<file path="config.mk">
export PLATFORM = sky130hd
export DESIGN_NAME = multicycle_controller
export DESIGN_NICKNAME = d
export VERILOG_FILES = /design/src/rtl/mc_pkg.sv /design/src/rtl/mc_output_decode.sv /design/src/rtl/multicycle_controller.sv
export SDC_FILE = /design/constraint.sdc
export NUM_CORES = 1
export LEC_CHECK = 0
export CORE_ASPECT_RATIO = 0.6
export CORE_UTILIZATION = 31
export DETAILED_ROUTE_END_ITERATION = 10
export GPL_ROUTABILITY_DRIVEN = 0
export PLACE_DENSITY_LB_ADDON = 0.08
export SLEW_MARGIN = 20
export SYNTH_ARGS = -nofsm -noshare
export SYNTH_HDL_FRONTEND = slang
export SYNTH_HIERARCHICAL = 1
export SYNTH_SLANG_ARGS = --single-unit
</file>
<file path="constraint.sdc">
create_clock -name clk -period 1.8 [get_ports clk]
set_input_delay 0.36 -clock clk [delete_from_list [all_inputs] [get_ports clk]]
set_output_delay 0.36 -clock clk [all_outputs]
set_load 0.03 [all_outputs]
</file>
<file path="src/rtl/mc_pkg.sv">
// Shared types and encodings for the multicycle MIPS controller.
// The S_BNE state and OP_BNE are only reachable when MC_BNE_EN is defined.
package mc_pkg;

   typedef enum logic [3:0] {
      S_IDLE,
      S_FETCH,
      S_DECODE,
      S_MEMADR,
      S_MEMRD,
      S_MEMWB,
      S_MEMWR,
      S_EXECUTE,
      S_ALUWB,
      S_BEQ,
      S_ADDIEX,
      S_ADDIWB,
      S_JUMP,
      S_ERROR,
      S_BNE
   } state_t;

   localparam logic [5:0] OP_RTYPE = 6'b000000;
   localparam logic [5:0] OP_LW    = 6'b100011;
   localparam logic [5:0] OP_SW    = 6'b101011;
   localparam logic [5:0] OP_BEQ   = 6'b000100;
   localparam logic [5:0] OP_ADDI  = 6'b001000;
   localparam logic [5:0] OP_J     = 6'b000010;
   localparam logic [5:0] OP_BNE   = 6'b000101;

   localparam logic [1:0] ALUB_B      = 2'b00;
   localparam logic [1:0] ALUB_FOUR   = 2'b01;
   localparam logic [1:0] ALUB_IMM    = 2'b10;
   localparam logic [1:0] ALUB_IMM_SH = 2'b11;

   localparam logic [1:0] PC_ALU    = 2'b00;
   localparam logic [1:0] PC_ALUOUT = 2'b01;
   localparam logic [1:0] PC_JUMP   = 2'b10;

   localparam logic [1:0] ALU_ADD   = 2'b00;
   localparam logic [1:0] ALU_SUB   = 2'b01;
   localparam logic [1:0] ALU_FUNCT = 2'b10;

   typedef struct packed {
      logic       mem_req;
      logic       iord;
      logic       mem_write;
      logic       ir_write;
      logic       reg_dst;
      logic       mem_to_reg;
      logic       reg_write;
      logic       alu_src_a;
      logic [1:0] alu_src_b;
      logic [1:0] alu_op;
      logic [1:0] pc_src;
      logic       pc_write;
      logic       branch;
      logic       illegal_op;
   } ctrl_t;

   // Terminal states hand back to FETCH and retire the instruction on that edge.
   function automatic logic is_terminal(input state_t s);
      return (s == S_MEMWB) || (s == S_MEMWR) || (s == S_ALUWB) || (s == S_BEQ) ||
             (s == S_BNE) || (s == S_ADDIWB) || (s == S_JUMP);
   endfunction

endpackage

</file>
<file path="src/rtl/mc_output_decode.sv">
// Moore output decode for the multicycle controller; only FETCH looks at mem_ready.
// With MC_BNE_EN defined an extra branch_ne output is produced for the S_BNE state.
module mc_output_decode
   import mc_pkg::*;
(
   input  state_t state,
   input  logic   mem_ready,
`ifdef MC_BNE_EN
   output logic   branch_ne,
`endif
   output ctrl_t  ctrl
);

   always_comb begin
      ctrl = '0;
`ifdef MC_BNE_EN
      branch_ne = 1'b0;
`endif
      case (state)
         S_FETCH: begin
            ctrl.mem_req   = 1'b1;
            ctrl.alu_src_b = ALUB_FOUR;
            ctrl.alu_op    = ALU_ADD;
            ctrl.pc_src    = PC_ALU;
            ctrl.ir_write  = mem_ready;
            ctrl.pc_write  = mem_ready;
         end
         S_DECODE: begin
            ctrl.alu_src_b = ALUB_IMM_SH;
            ctrl.alu_op    = ALU_ADD;
         end
         S_MEMADR, S_ADDIEX: begin
            ctrl.alu_src_a = 1'b1;
            ctrl.alu_src_b = ALUB_IMM;
            ctrl.alu_op    = ALU_ADD;
         end
         S_MEMRD: begin
            ctrl.mem_req = 1'b1;
            ctrl.iord    = 1'b1;
         end
         S_MEMWB: begin
            ctrl.reg_write  = 1'b1;
            ctrl.mem_to_reg = 1'b1;
         end
         S_MEMWR: begin
            ctrl.mem_req   = 1'b1;
            ctrl.iord      = 1'b1;
            ctrl.mem_write = 1'b1;
         end
         S_EXECUTE: begin
            ctrl.alu_src_a = 1'b1;
            ctrl.alu_src_b = ALUB_B;
            ctrl.alu_op    = ALU_FUNCT;
         end
         S_ALUWB: begin
            ctrl.reg_write = 1'b1;
            ctrl.reg_dst   = 1'b1;
         end
         S_BEQ: begin
            ctrl.alu_src_a = 1'b1;
            ctrl.alu_src_b = ALUB_B;
            ctrl.alu_op    = ALU_SUB;
            ctrl.pc_src    = PC_ALUOUT;
            ctrl.branch    = 1'b1;
         end
`ifdef MC_BNE_EN
         S_BNE: begin
            ctrl.alu_src_a = 1'b1;
            ctrl.alu_src_b = ALUB_B;
            ctrl.alu_op    = ALU_SUB;
            ctrl.pc_src    = PC_ALUOUT;
            branch_ne      = 1'b1;
         end
`endif
         S_ADDIWB: begin
            ctrl.reg_write = 1'b1;
         end
         S_JUMP: begin
            ctrl.pc_src   = PC_JUMP;
            ctrl.pc_write = 1'b1;
         end
         S_ERROR: begin
            ctrl.illegal_op = 1'b1;
         end
         default: ;
      endcase
   end

endmodule

</file>
<file path="src/rtl/multicycle_controller.sv">
// Multicycle MIPS control unit: state register, next-state logic and retired-instruction counter.
// Define MC_BNE_EN to add bne support and the branch_ne output.
module multicycle_controller #(
   parameter int OPCODE_W = 6,
   parameter int ALUOP_W  = 2,
   parameter int CNT_W    = 32
) (
   input  logic                clk,
   input  logic                rst_n,
   input  logic [OPCODE_W-1:0] opcode,
   input  logic                mem_ready,
   output logic                mem_req,
   output logic                iord,
   output logic                mem_write,
   output logic                ir_write,
   output logic                reg_dst,
   output logic                mem_to_reg,
   output logic                reg_write,
   output logic                alu_src_a,
   output logic [1:0]          alu_src_b,
   output logic [ALUOP_W-1:0]  alu_op,
   output logic [1:0]          pc_src,
   output logic                pc_write,
   output logic                branch,
   output logic                illegal_op,
`ifdef MC_BNE_EN
   output logic                branch_ne,
`endif
   output logic [CNT_W-1:0]    instr_count
);

   import mc_pkg::*;

   state_t state;
   state_t state_next;
   ctrl_t  ctrl;
   logic   retire;

   always_ff @(posedge clk or negedge rst_n) begin
      if (!rst_n) state <= S_IDLE;
      else        state <= state_next;
   end

   always_comb begin
      state_next = state;
      case (state)
         S_IDLE:   state_next = S_FETCH;
         S_FETCH:  if (mem_ready) state_next = S_DECODE;
         S_DECODE: begin
            case (opcode)
               OPCODE_W'(OP_LW),
               OPCODE_W'(OP_SW):    state_next = S_MEMADR;
               OPCODE_W'(OP_RTYPE): state_next = S_EXECUTE;
               OPCODE_W'(OP_BEQ):   state_next = S_BEQ;
               OPCODE_W'(OP_ADDI):  state_next = S_ADDIEX;
               OPCODE_W'(OP_J):     state_next = S_JUMP;
`ifdef MC_BNE_EN
               OPCODE_W'(OP_BNE):   state_next = S_BNE;
`endif
               default:             state_next = S_ERROR;
            endcase
         end
         // The IR still holds the instruction, so lw/sw is re-examined here.
         S_MEMADR:  state_next = (opcode == OPCODE_W'(OP_SW)) ? S_MEMWR : S_MEMRD;
         S_MEMRD:   if (mem_ready) state_next = S_MEMWB;
         S_MEMWR:   if (mem_ready) state_next = S_FETCH;
         S_EXECUTE: state_next = S_ALUWB;
         S_ADDIEX:  state_next = S_ADDIWB;
         S_MEMWB, S_ALUWB, S_ADDIWB, S_BEQ, S_JUMP: state_next = S_FETCH;
`ifdef MC_BNE_EN
         S_BNE:     state_next = S_FETCH;
`endif
         S_ERROR:   state_next = S_ERROR;
         default:   state_next = S_IDLE;
      endcase
   end

   mc_output_decode u_output_decode (
      .state     (state),
      .mem_ready (mem_ready),
`ifdef MC_BNE_EN
      .branch_ne (branch_ne),
`endif
      .ctrl      (ctrl)
   );

   assign mem_req    = ctrl.mem_req;
   assign iord       = ctrl.iord;
   assign mem_write  = ctrl.mem_write;
   assign ir_write   = ctrl.ir_write;
   assign reg_dst    = ctrl.reg_dst;
   assign mem_to_reg = ctrl.mem_to_reg;
   assign reg_write  = ctrl.reg_write;
   assign alu_src_a  = ctrl.alu_src_a;
   assign alu_src_b  = ctrl.alu_src_b;
   assign alu_op     = ALUOP_W'(ctrl.alu_op);
   assign pc_src     = ctrl.pc_src;
   assign pc_write   = ctrl.pc_write;
   assign branch     = ctrl.branch;
   assign illegal_op = ctrl.illegal_op;

   // Wraps freely; ERROR is never terminal, so a trapped opcode does not count.
   assign retire = is_terminal(state) && (state_next == S_FETCH);

   always_ff @(posedge clk or negedge rst_n) begin
      if (!rst_n)      instr_count <= '0;
      else if (retire) instr_count <= instr_count + CNT_W'(1);
   end

endmodule

</file>
# == Yosys cells after proc, flatten, opt, wreduce, memory -nomap -nowiden ==
# Index checks and enable logic that the tools add are counted.
# classes
add_sub_neg,1
n_mux,19
n_reduce_logical,16
eq_ne,20
# ops
op,count
4-bit one-hot mux with 5 select lines,2
4-bit one-hot mux with 9 select lines,1
"32-bit by 1-bit adder with 32-bit output, second input constant",1
"4-bit == test, second input constant",7
"4-bit by 3-bit == test with 1-bit output, second input constant",4
"6-bit == test, second input constant",2
4-bit two-way mux,3
1-bit two-way mux,10
"4-bit by 1-bit == test with 1-bit output, second input constant",2
"4-bit by 2-bit == test with 1-bit output, second input constant",2
"6-bit by 2-bit == test with 1-bit output, second input constant",1
"6-bit by 3-bit == test with 1-bit output, second input constant",1
"6-bit by 4-bit == test with 1-bit output, second input constant",1
6-bit zero test,1
1-bit logical OR,6
2-bit OR reduction,3
3-bit OR reduction,2
6-bit OR reduction,1
4-bit zero test,1
2-bit one-hot mux with 2 select lines,1
4-bit OR reduction,1
2-bit two-way mux,1
1-bit one-hot mux with 2 select lines,1
1-bit logical AND,1
# word_totals
ff_bits,36
out_inout_bits,49
inputBits,9
word_cells,58

# == Longest topological paths before layout ==
# Gate-level depths: netlist of the first run.
# logic_depth
word_depth,8
depth_mapped,7
ltp_nobuf,5

# == Hierarchy ==
# Netlist of the first run, hierarchy kept.
# by_module_without_submodules
module,instances,area_each_um2,cells_each
multicycle_controller,1,2082.0,199
mc_output_decode,1,211.5,34

# == Worst setup path before layout of the first run ==
# No wires, ideal clock.
# synth_path
kind,register to output
startpoint,reg state[1]
endpoint,out ir_write
path_stages_with_launch,4
slack_ps,-336
arrival_ps,1776
cell_sequence,dfrtp_1 -> buf_2 -> nand2b_4 -> nor4b_1
# synth_via
elab_chain_cells,2
# synth_lines
item,line,text
"start, declared",multicycle_controller.sv:34,state_t state;
"start signal, assigned",multicycle_controller.sv:41,else state <= state_next;
4-bit by 1-bit == test with 1-bit output,mc_output_decode.sv:19,case (state)
1-bit two-way mux,mc_output_decode.sv:19,
"end, declared",multicycle_controller.sv:15,"output logic ir_write,"
# No other way between the ends.

# == Worst setup path in the final report of the first run ==
# layout_path
startpoint,reg state[1]
endpoint,out mem_req
# layout_via
elab_chain_cells,3
# layout_lines
item,line,text
4-bit by 3-bit == test with 1-bit output or 4-bit by 1-bit == test with 1-bit output (tied branches),mc_output_decode.sv:19,
3-bit OR reduction (no source line) (*),-,
1-bit two-way mux (*),mc_output_decode.sv:19,
"end, declared",multicycle_controller.sv:12,"output logic mem_req,"
# Mark *: on every way between the ends. The rest lies on a longest branch, timed or not.

==> results.md, run 1 <==
* Status: complete, but fails checks
* Failing checks: negative setup slack
* Sequential power share at 46.2%
* Crit Reg-Reg Startpoint: state[1]
* Clock slew at reported path FFs at 60 ps
* Mapped Avg Cell Area at 9.84 um2
* Logic pwr share at 3.5%
* Number of synthesized flops with an enable pin at 0
* Drt wl/cell at 14.9 um
* Router iterations before antenna repair at 4
* CTS Buf Count at 5
* Die area at 7760 um2
* Worst slack, placed at -307 ps
* Grt ovf at 0
* HP Class: primary input to async pin
* RSZ-0062 raised after global routing: true
* I/O pins at 58
* Internal at 1.39 mW
* Sw Pwr at 0.365 mW
* Critical path cell sequence: buf_8, or3b_1, a21oi_1, buf_4
* Number of diodes at 0
* R2R Setup Slk at 30 ps
* CTS tree: yes
* Endpoint class of the critical path: primary output
* Worst Setup Start Kind: flip-flop
* Setup ws final at -71.7 ps
* GRT Total Usage at 15.9%
* Final Instance Area at 3700 um2
* Leading cell type in the layout, fill and taps excluded: buf_4
* Setup violators final at 4
* Routed vias at 2069
* CTS Hold Bufs at 0
* Critical path class: flip-flop to primary output
* Final hold slack at 445 ps
* Clock sinks at 36
* 1st-iter DRT viols at 87
* Library cells used by synthesis at 47
* Fraction of layout cells with a size suffix above 1 at 37.2%
* Synthesized net count at 243
* Cells after Synth at 233
* Initial antenna violation count at 0
* Clk_lat worst skew at 280 ps
* Number of global-route vias before repair at 1788
* Crit Path Max Fanout at 5
* Cell Rows at 23
* DP HPWL at 4.27 mm
* Yosys warning total at 6
* Top delay family on crit path: flip-flops
* Post-route non-filler standard cell count at 418
* Vias per cell at 4.95
* Leakage at 1.77 nW
* Worst EP arrival at 1510 ps
* Worst r2r dst: instr_count[1]
* First-pass GRT wire length at 9.40 mm
* MaxCap Viol Count at 0
* Data required time of the critical path at 1440 ps
* DP Area at 3170 um2
* Most frequent cells in the layout: buf_4 (46), dfrtp_1 (33), xor2_1 (32)
* Sw Share at 20.8%
* Die Width at 113 um
* Fin. Hold Viols at 0
* Synthesized flop and latch total at 36
* Die H at 68.6 um
* R2R depth at 7
* Placed cell count at 399
* Top_reg_cell synth: dfrtp_1
* Critical Path Max Stage Delay at 430 ps
* CTS Buffer Depth at 2
* Final Cycle Share at 104%
* Worst Tran Pin Value at 384 ps
* Routed Antenna Nets at 0
* Final core occ at 53.6%
* Post-Syn Area at 2290 um2
* Initial core utilization at 33.2%
* Fmax at 0.534 GHz
* DRC Markers at 0
* Seq/Total Area, Yosys at 39.3%
* Clk root buf: clkbuf_16
* CTS H-Tree Depth at 2
* CP max-delay cell: dfrtp_2
* VDD IR max at 0.000396 V
* Cell depth of the worst setup path at 4
* Core area at 6910 um2
* I/O Buffers at 57
* Period minus WS final at 1870 ps
* Skew final at 8.14 ps
* Largest net degree at the start of global routing at 37
* Clock Power Share at 50.2%
* Area grow syn2layout at 61.4%
* PwrDens at 473 nW/um2
* WL final at 6.22 mm
* Async set-reset flop share out of synthesis at 100%
* Pins Over Slew Limit at 0
* Slew margin rel. at 74.3%
* Buf/Inv on CP at 2
* Fin nets at 340
worst max-delay path by stage:
stage	start	endpoint	slack (ps)
final	state[1]	mem_req	-70
after floorplan	state[3]	alu_op[1]	-9
after CTS	state[1]	mem_req	-60
after detailed placement	mem_ready	instr_count[8]	-310
after global routing	state[1]	mem_req	-140
after global placement	mem_ready	instr_count[7]	-270
layer usage:
layer  GRT usage [%]  routed length (um)
met4            4.44                  50
met3            3.41                 267
met1            25.9                3440
met5               0                   0
met2            19.7                2460
power by group through the flow:
stage                     registers [mW]  logic (mW)  clock network (mW)
after floorplan                    0.824     0.00781                   0
after global placement             0.824      0.0631                   0
after detailed placement           0.824      0.0637                   0
after CTS                          0.809      0.0630               0.889
after global routing               0.809      0.0694               0.927
final                              0.810      0.0620               0.879
cells in the mapped netlist (2+ instances only):
master	number	share of area [%]
buf_2	7	1.5
nand2b_1	4	1.1
o21ai_1	3	0.65
nor4b_1	2	0.76
inv_1	5	0.82
and3_1	5	1.4
a31oi_1	2	0.55
nand2_1	20	3.3
a21oi_1	4	0.87
nor2b_1	3	0.82
dfrtp_1	36	39
xnor2_1	3	1.1
buf_6	2	0.98
and4_1	2	0.76
a211oi_1	3	0.98
o22ai_1	3	0.82
nand3_1	14	3.1
buf_4	5	1.6
nor3_2	9	3.9
nand3b_1	2	0.65
nor3_1	16	3.5
xor2_1	33	13
nor4_2	10	5.5
nand4_1	6	1.6
nor2_1	11	1.8
nand4bb_1	2	0.98
layout make-up:
class                   count  area, um2
clock buffers               6        139
repair buffers            103       1020
flip-flops and latches     36        905
fillers                   639       3200
inverters                   6       22.5
multi-input cells         178       1500
clock inverters             2       10.0
well taps                  87        109
stage by stage:
stage	TNS, ps	total power [mW]
global route	-1310	1.81
global placement	-6900	0.887
floorplan	-17.4	0.832
finish	-97.7	1.75
detailed placement	-7230	0.888
CTS	-131	1.76
repair_timing:
action                                  in CTS  in global routing
pin swaps                                    5                 12
resized for setup                           24                 40
buffers inserted                             7                  3
endpoints found under the setup margin      25                 46
cloned                                       0                  1
kinds of logic (layout without fill, tap and decap cells):
kind of cell / Yosys count / after routing / share of synthesized area (%)
adder cells (fa/ha/maj): 1 / 1 / 0.545
AO/OA/AOI/OAI: 23 / 23 / 7.04
buffers and inverters: 20 / 117 / 5.13
XOR/XNOR: 36 / 36 / 13.7
multiplexers: 2 / 2 / 0.927
AND/OR/NAND/NOR: 115 / 116 / 33.3
flip-flops: 36 / 36 / 39.3
sequential cells by signal (all words and copies together), names as in the netlist:
register and flops:
instr_count 32, state 4
No activity file was read; power rests on OpenSTA's default activity.
==> run 2, diff against run 1 <==
CAP_MARGIN = 20   (was unset)
==> results of run 2 <==
No change in the layout: final DEF, timing and power equal those of run 1.
==> run 3, diff against run 2 <==
CAP_MARGIN = 5   (was 20)
==> results of run 3 <==
No change in the layout: final DEF, timing and power equal those of run 1.
